==> src/rtl/mips_mem_pkg.sv <==
// Shared definitions for the MIPS data-memory responder: MMIO register offsets,
// status/control bit positions, the bus word type and the decode select enum.
package mips_mem_pkg;

    typedef logic [31:0] word_t;

    // Offsets within the MMIO page; decode compares bits [7:2] only
    localparam logic [7:0] OFF_CON_DATA = 8'h00;
    localparam logic [7:0] OFF_CON_STAT = 8'h04;
    localparam logic [7:0] OFF_CYCLES   = 8'h08;
    localparam logic [7:0] OFF_TMR_CMP  = 8'h0C;
    localparam logic [7:0] OFF_TMR_CTRL = 8'h10;

    localparam int STAT_FULL      = 0;
    localparam int STAT_EMPTY     = 1;
    localparam int STAT_OVF       = 2;
    localparam int STAT_COUNT_LSB = 8;

    localparam int CTRL_ENABLE  = 0;
    localparam int CTRL_PENDING = 1;

    typedef enum logic [2:0] {
        SEL_NONE,
        SEL_RAM,
        SEL_CON_DATA,
        SEL_CON_STAT,
        SEL_CYCLES,
        SEL_TMR_CMP,
        SEL_TMR_CTRL
    } sel_e;

    function automatic word_t pack_con_stat(logic [7:0] count, logic ovf,
                                            logic empty, logic full);
        word_t w;
        w = '0;
        w[STAT_COUNT_LSB +: 8] = count;
        w[STAT_OVF]            = ovf;
        w[STAT_EMPTY]          = empty;
        w[STAT_FULL]           = full;
        return w;
    endfunction

endpackage

==> src/rtl/mips_dmem_responder_if.sv <==
// CPU data-memory port plus the console drain and interrupt lines of the responder.
interface mips_dmem_responder_if;
    import mips_mem_pkg::*;

    logic       memwrite;
    word_t      addr;
    word_t      writedata;
    word_t      readdata;
    logic [7:0] tx_data;
    logic       tx_valid;
    logic       tx_ready;
    logic       irq;

    modport master (
        output memwrite, addr, writedata, tx_ready,
        input  readdata, tx_data, tx_valid, irq
    );

    modport slave (
        input  memwrite, addr, writedata, tx_ready,
        output readdata, tx_data, tx_valid, irq
    );

endinterface

==> src/rtl/mips_console_fifo.sv <==
// Console TX FIFO: push from CPU stores, pop on valid/ready, sticky overflow flag.
// A push into a full FIFO is still accepted when a pop completes in the same cycle.
module mips_console_fifo #(
    parameter int unsigned DEPTH = 8,
    parameter int unsigned W     = 8
) (
    input  logic                     clk,
    input  logic                     reset,
    input  logic                     push,
    input  logic [W-1:0]             din,
    input  logic                     ready,
    input  logic                     ovf_clr,
    output logic [W-1:0]             dout,
    output logic                     full,
    output logic                     empty,
    output logic [$clog2(DEPTH):0]   count,
    output logic                     ovf
);
    localparam int unsigned AW = $clog2(DEPTH);

    logic [W-1:0]  mem [DEPTH];
    logic [AW-1:0] wr_ptr;
    logic [AW-1:0] rd_ptr;
    logic          pop;
    logic          push_ok;

    assign empty   = (count == '0);
    assign full    = (count == (AW+1)'(DEPTH));
    assign pop     = ready && !empty;
    assign push_ok = push && (!full || pop);
    assign dout    = mem[rd_ptr];

    // NOTE: sequential state uses non-blocking assignments so every register
    // samples pre-edge values regardless of process ordering.
    always_ff @(posedge clk or posedge reset) begin
        if (reset) begin
            wr_ptr <= '0;
            rd_ptr <= '0;
            count  <= '0;
            ovf    <= 1'b0;
        end else begin
            if (push_ok) wr_ptr <= wr_ptr + 1'b1;
            if (pop)     rd_ptr <= rd_ptr + 1'b1;
            case ({push_ok, pop})
                2'b10:   count <= count + 1'b1;
                2'b01:   count <= count - 1'b1;
                default: count <= count;
            endcase
            if (push && !push_ok) ovf <= 1'b1;
            else if (ovf_clr)     ovf <= 1'b0;
        end
    end

    // NOTE: storage is deliberately left out of reset; the pointers define
    // what is valid, and a resettable array would cost a flop per bit.
    always_ff @(posedge clk) begin
        if (push_ok) mem[wr_ptr] <= din;
    end

endmodule

==> src/rtl/mips_dmem_responder.sv <==
// Data-memory responder for the single-cycle MIPS: word RAM, console FIFO, cycle counter
// and compare timer. Define MIPS_DMEM_TIMER_EN to build TMR_CMP/TMR_CTRL and irq.
module mips_dmem_responder
    import mips_mem_pkg::*;
#(
    parameter int unsigned RAM_WORDS  = 64,
    parameter int unsigned FIFO_DEPTH = 8,
    parameter logic [31:0] MMIO_BASE  = 32'hFFFF0000
) (
    input logic                  clk,
    input logic                  reset,
    mips_dmem_responder_if.slave bus
);
    localparam int unsigned RAM_AW    = $clog2(RAM_WORDS);
    localparam int unsigned CNT_W     = $clog2(FIFO_DEPTH) + 1;
    localparam logic [32:0] RAM_BYTES = 33'(RAM_WORDS) << 2;

    sel_e              sel;
    logic              ram_hit;
    logic              mmio_hit;
    logic [RAM_AW-1:0] ram_idx;
    word_t             ram [RAM_WORDS];
    word_t             cycles;

    logic              fifo_full;
    logic              fifo_empty;
    logic [CNT_W-1:0]  fifo_count;
    logic              fifo_ovf;

    assign ram_hit  = ({1'b0, bus.addr} < RAM_BYTES);
    assign mmio_hit = (bus.addr[31:8] == MMIO_BASE[31:8]);
    assign ram_idx  = bus.addr[RAM_AW+1:2];

    // NOTE: every combinational output gets a default first so no path
    // through the block leaves it unassigned and infers a latch.
    always_comb begin
        sel = SEL_NONE;
        if (ram_hit) begin
            sel = SEL_RAM;
        end else if (mmio_hit) begin
            case (bus.addr[7:2])
                OFF_CON_DATA[7:2]: sel = SEL_CON_DATA;
                OFF_CON_STAT[7:2]: sel = SEL_CON_STAT;
                OFF_CYCLES[7:2]:   sel = SEL_CYCLES;
`ifdef MIPS_DMEM_TIMER_EN
                OFF_TMR_CMP[7:2]:  sel = SEL_TMR_CMP;
                OFF_TMR_CTRL[7:2]: sel = SEL_TMR_CTRL;
`endif
                default:           sel = SEL_NONE;
            endcase
        end
    end

    logic ram_we;
    logic con_push;
    logic ovf_clr;

    assign ram_we   = bus.memwrite && (sel == SEL_RAM);
    assign con_push = bus.memwrite && (sel == SEL_CON_DATA);
    assign ovf_clr  = bus.memwrite && (sel == SEL_CON_STAT) && bus.writedata[STAT_OVF];

    always_ff @(posedge clk) begin
        if (ram_we) ram[ram_idx] <= bus.writedata;
    end

    always_ff @(posedge clk or posedge reset) begin
        if (reset) cycles <= '0;
        else       cycles <= cycles + 32'd1;
    end

    mips_console_fifo #(
        .DEPTH (FIFO_DEPTH),
        .W     (8)
    ) u_fifo (
        .clk     (clk),
        .reset   (reset),
        .push    (con_push),
        .din     (bus.writedata[7:0]),
        .ready   (bus.tx_ready),
        .ovf_clr (ovf_clr),
        .dout    (bus.tx_data),
        .full    (fifo_full),
        .empty   (fifo_empty),
        .count   (fifo_count),
        .ovf     (fifo_ovf)
    );

    assign bus.tx_valid = !fifo_empty;

`ifdef MIPS_DMEM_TIMER_EN
    word_t tmr_cmp;
    logic  tmr_enable;
    logic  tmr_pending;
    logic  ctrl_we;

    assign ctrl_we = bus.memwrite && (sel == SEL_TMR_CTRL);

    // A compare hit in the same cycle as a clear-write leaves pending set
    always_ff @(posedge clk or posedge reset) begin
        if (reset) begin
            tmr_cmp     <= '0;
            tmr_enable  <= 1'b0;
            tmr_pending <= 1'b0;
        end else begin
            if (bus.memwrite && (sel == SEL_TMR_CMP)) tmr_cmp <= bus.writedata;
            if (ctrl_we) tmr_enable <= bus.writedata[CTRL_ENABLE];
            if (tmr_enable && (cycles == tmr_cmp))
                tmr_pending <= 1'b1;
            else if (ctrl_we && bus.writedata[CTRL_PENDING])
                tmr_pending <= 1'b0;
        end
    end

    assign bus.irq = tmr_pending;
`else
    assign bus.irq = 1'b0;
`endif

    always_comb begin
        bus.readdata = '0;
        case (sel)
            SEL_RAM:      bus.readdata = ram[ram_idx];
            SEL_CON_STAT: bus.readdata = pack_con_stat(8'(fifo_count), fifo_ovf,
                                                       fifo_empty, fifo_full);
            SEL_CYCLES:   bus.readdata = cycles;
`ifdef MIPS_DMEM_TIMER_EN
            SEL_TMR_CMP:  bus.readdata = tmr_cmp;
            SEL_TMR_CTRL: bus.readdata = {30'b0, tmr_pending, tmr_enable};
`endif
            default:      bus.readdata = '0;
        endcase
    end

endmodule

==> src/flat_wrapper.sv <==
// flat-port wrapper written by rule: the top's interface ports become plain ports
module mips_dmem_responder_flat import mips_mem_pkg::*;
#(
    parameter int unsigned RAM_WORDS  = 64,
    parameter int unsigned FIFO_DEPTH = 8,
    parameter logic [31:0] MMIO_BASE  = 32'hFFFF0000
)
  (clk, reset, bus_memwrite, bus_addr, bus_writedata, bus_tx_ready, bus_readdata, bus_tx_data, bus_tx_valid, bus_irq);
  mips_dmem_responder_if bus_i ();
  input logic clk;
  input logic reset;
  input wire logic [$bits(bus_i.memwrite)-1:0] bus_memwrite;
  input wire logic [$bits(bus_i.addr)-1:0] bus_addr;
  input wire logic [$bits(bus_i.writedata)-1:0] bus_writedata;
  input wire logic [$bits(bus_i.tx_ready)-1:0] bus_tx_ready;
  output wire logic [$bits(bus_i.readdata)-1:0] bus_readdata;
  output wire logic [$bits(bus_i.tx_data)-1:0] bus_tx_data;
  output wire logic [$bits(bus_i.tx_valid)-1:0] bus_tx_valid;
  output wire logic [$bits(bus_i.irq)-1:0] bus_irq;
  assign bus_i.memwrite = bus_memwrite;
  assign bus_i.addr = bus_addr;
  assign bus_i.writedata = bus_writedata;
  assign bus_i.tx_ready = bus_tx_ready;
  assign bus_readdata = bus_i.readdata;
  assign bus_tx_data = bus_i.tx_data;
  assign bus_tx_valid = bus_i.tx_valid;
  assign bus_irq = bus_i.irq;
  mips_dmem_responder #(.RAM_WORDS(RAM_WORDS), .FIFO_DEPTH(FIFO_DEPTH), .MMIO_BASE(MMIO_BASE)) u_core (.clk(clk), .reset(reset), .bus(bus_i));
endmodule
==> config.mk <==
export PLATFORM = sky130hd
export DESIGN_NAME = mips_dmem_responder_flat
export DESIGN_NICKNAME = d
export VERILOG_FILES = /design/src/rtl/mips_mem_pkg.sv /design/src/rtl/mips_dmem_responder_if.sv /design/src/rtl/mips_console_fifo.sv /design/src/rtl/mips_dmem_responder.sv /design/src/flat_wrapper.sv
export SDC_FILE = /design/constraint.sdc
export NUM_CORES = 2
export LEC_CHECK = 0
export ABC_AREA = 1
export CORE_ASPECT_RATIO = 1.5
export CORE_MARGIN = 10
export CORE_UTILIZATION = 25
export DETAILED_ROUTE_END_ITERATION = 7
export PLACE_DENSITY = 0.51
export SETUP_SLACK_MARGIN = 0.2
export SYNTH_ARGS = -nofsm -noshare
export SYNTH_HDL_FRONTEND = slang
export SYNTH_SLANG_ARGS = --single-unit
==> constraint.sdc <==
create_clock -name clk -period 5.55 [get_ports clk]
set_input_delay 0.8325 -clock clk [delete_from_list [all_inputs] [get_ports clk]]
set_output_delay 0.8325 -clock clk [all_outputs]
set_load 0.02 [all_outputs]
==> impl_metrics.tcl <==
set metrics [dict create \
    status "complete, no violations" \
    fin_nets 7361 \
    routedWlPerCell_um 24.2 \
    p_per_area_nw_per_um2 334 \
    syn_avg_cell_area_um2 12.1 \
    holdBufCountCts 0 \
    tightestPinTransition_ns 1.15 \
    die_y_um 736 \
    cp.arrival_ns 4.55 \
    grt_max_degree 167 \
    area_delta_synth_final_pct 16.9 \
    drc 0 \
    dr.pass1.iters 6 \
    rsz0062_at_grt "no" \
    cts_num_sinks 2155 \
    design_area_um2 100000 \
    path_class "in -> out" \
    period_minus_slack_ns 5.38 \
    seq_area_frac_synth_pct 75.4 \
    min_path_type "in -> reg" \
    fp-row-count 263 \
    ant_nets 0 \
    grt_pass1_vias 55001 \
    max_freq_mhz 186 \
    grtUsageTotal_pct 15.1 \
    yosysMostFrequentCell "edfxtp_1" \
    yosysTopAreaCell "edfxtp_1" \
    clockRootBuffer "clkbuf_16" \
    synthesis.nets 7118 \
    dpl.hpwl_um 173000 \
    finalCritPeriodShare_pct 97.0 \
    clockBufferDepth 4 \
    numCtsBuffers 188 \
    yosysWarnings 0 \
    cp-end-kind "primary output" \
    startpoint_type "primary input" \
    slew-limit-headroom_pct 23.0 \
    antenna_found_initial 24 \
    vias 55471 \
    htree_num_levels 4 \
    r2r_start "u_core.u_fifo.count[0]$_DFFE_PP0P_" \
    syn_area_um2 85500 \
    cts_tree "done" \
    io_buffer_count 106 \
    netlist_top_cells_count "2112 x edfxtp_1, 1798 x nand2_1, 1153 x nor2_1" \
    slew_viol_final 0 \
    vias_per_cell 4.64 \
    ys_ff_latch 2155 \
    p_leak_nw 34.4 \
    placed_area_um2 94100 \
    holdPathEnd "u_core.ram[19][5]$_DFFE_PP_" \
    synth.distinct_cells 36 \
    gp_congestion 0.862 \
    worstReg2RegEnd "u_core.u_fifo.count[2]$_DFFE_PP0P_" \
    io_pins 110 \
    synth-edff-count 2112 \
    vdd.ir_drop.worst_mv 0.227 \
    drive_above_1_share_pct 9.72 \
    whs_ns 0.330 \
    netlist.area_leader.share_pct 74.2 \
    core-area_um2 341000 \
    start_util_pct 25.1 \
    path_max_fanout 166 \
    synthTopCellsByArea "edfxtp_1 74%, nand2_1 7.9%, nor2_1 5.1%" \
    synthArstFlopShare_pct 2.00 \
    syn_inst 7044 \
    cap_viol_max_count 0 \
    clock_skew_ns 0.0197 \
    drt-initial-drc-count 5024 \
    clk_pin_slew_ns 0.07 \
    r2r_cells 10 \
    fillerInstances 34480 \
    dieWidth_um 498 \
    worst_ep_required_time_ns 4.72 \
    insertion_delay_ns 0.84 \
    min_delay_path_depth 1 \
    r2r_setup_slack_ns 3.03 \
    setup_violations 0 \
    hp-start "bus_writedata[5]" \
    wirelength_um 289000 \
    final_hold_viol_count 0 \
    grt_pass1_wl_um 407000 \
    die_area_um2 366000 \
    grt_overflow 0 \
    synth_ff_type "edfxtp_1" \
    fin_tns_setup_ns 0 \
]
## worst max-delay path, cell delays in order
cell and delay [ns]:
buf_8 0.20, buf_12 0.48, nand2_1 0.10, nand3_1 0.16, nand4_1 0.42, nand2_1 0.40
buf_12 0.14, nand2_1 0.04, nor2_1 0.10, buf_4 0.19, nand3_1 0.13, buf_4 0.21
nand2_1 0.13, clkdlybuf4s50_1 0.63
## routing by layer
metal	track usage (%)	share of wire, %
met1	16.7	36
met2	27.1	50
met3	1.53	5.0
met4	10.9	8.6
met5	0	0.0086
## layout by cell type, fill, tap and decap left out, types with 39 or more instances in the layout
master / n
dfrtp_1: 43
edfxtp_1: 2112
clkbuf_16: 191
buf_4: 257
nor2_4: 67
buf_12: 66
o22ai_1: 154
clkinv_1: 39
inv_1: 195
nand4_1: 138
nand3_1: 479
nand2_1: 1794
nor2_1: 1088
o21ai_0: 395
clkdlybuf4s50_1: 61
clkbuf_1: 44
a21oi_1: 69
## sequential cells by signal, summed over array words and instances (netlist names)
register              cells
u_core.u_fifo.count       4
u_core.cycles            32
u_core.u_fifo.ovf         1
u_core.u_fifo.wr_ptr      3
u_core.u_fifo.rd_ptr      3
u_core.ram             2048
u_core.u_fifo.mem        64
## area by class of cell
type                    count  area (um^2)  share of cell area (%)
multi-input cells        4315        19100                    19.1
clock inverters            99          938                   0.938
diodes                     12         30.0                  0.0300
flip-flops and latches   2155        64500                    64.5
inverters                 208          798                   0.798
clock buffers             235         4940                    4.95
well taps                4505         5640                    5.64
repair buffers            419         4060                    4.06
## logic make-up (layout without fill, tap and decap cells)
family / count (synthesis) / after routing / synth area share (%)
AND/OR/NAND/NOR: 3622 / 3622 / 17.2
flip-flops: 2155 / 2155 / 75.4
AO/OA/AOI/OAI: 649 / 649 / 4.07
buffers and inverters: 574 / 961 / 2.87
XOR/XNOR: 37 / 37 / 0.379
adder cells (fa/ha/maj): 6 / 6 / 0.0878
other: 1 / 13 / 0.00439
## worst max-delay path by stage
stage	slack (ns)	end	cells past startpoint	from
global route	0.21	bus_readdata[29]	17	bus_addr[2]
CTS	0.24	bus_readdata[29]	17	bus_addr[2]
finish	0.17	bus_readdata[5]	14	bus_addr[2]
floorplan	1.81	u_core.ram[0][0]$_DFFE_PP_	7	bus_addr[13]
detailed placement	0.24	bus_readdata[29]	14	bus_addr[2]
global placement	0.20	bus_readdata[29]	14	bus_addr[2]
## repair_timing
| item | 4_1_cts | 5_1_grt |
|---|---|---|
| setup buffers | 0 | 0 |
| gates resized for setup | 0 | 1 |
| endpoints found under the setup margin | 0 | 1 |
| hold endpoints to repair | 0 | 0 |
## per-stage QoR
step	instances	total power [mW]	utilization, %	setup slack [ns]
finish	11948	33.4	29.3	0.168
global placement	11602	20.7	27.6	0.203
CTS	11936	33.7	29.3	0.235
global route	11939	34.4	29.3	0.205
floorplan	7044	19.4	-	1.81
detailed placement	11602	20.7	27.6	0.239
## where the power goes
group	total (mW)	internal (mW)	switching [mW]
Sequential	17.9	17.9	0.0441
Combinational	2.41	0.638	1.78
Clock	13.1	7.11	5.97
Power figures use the tool's default switching activity.
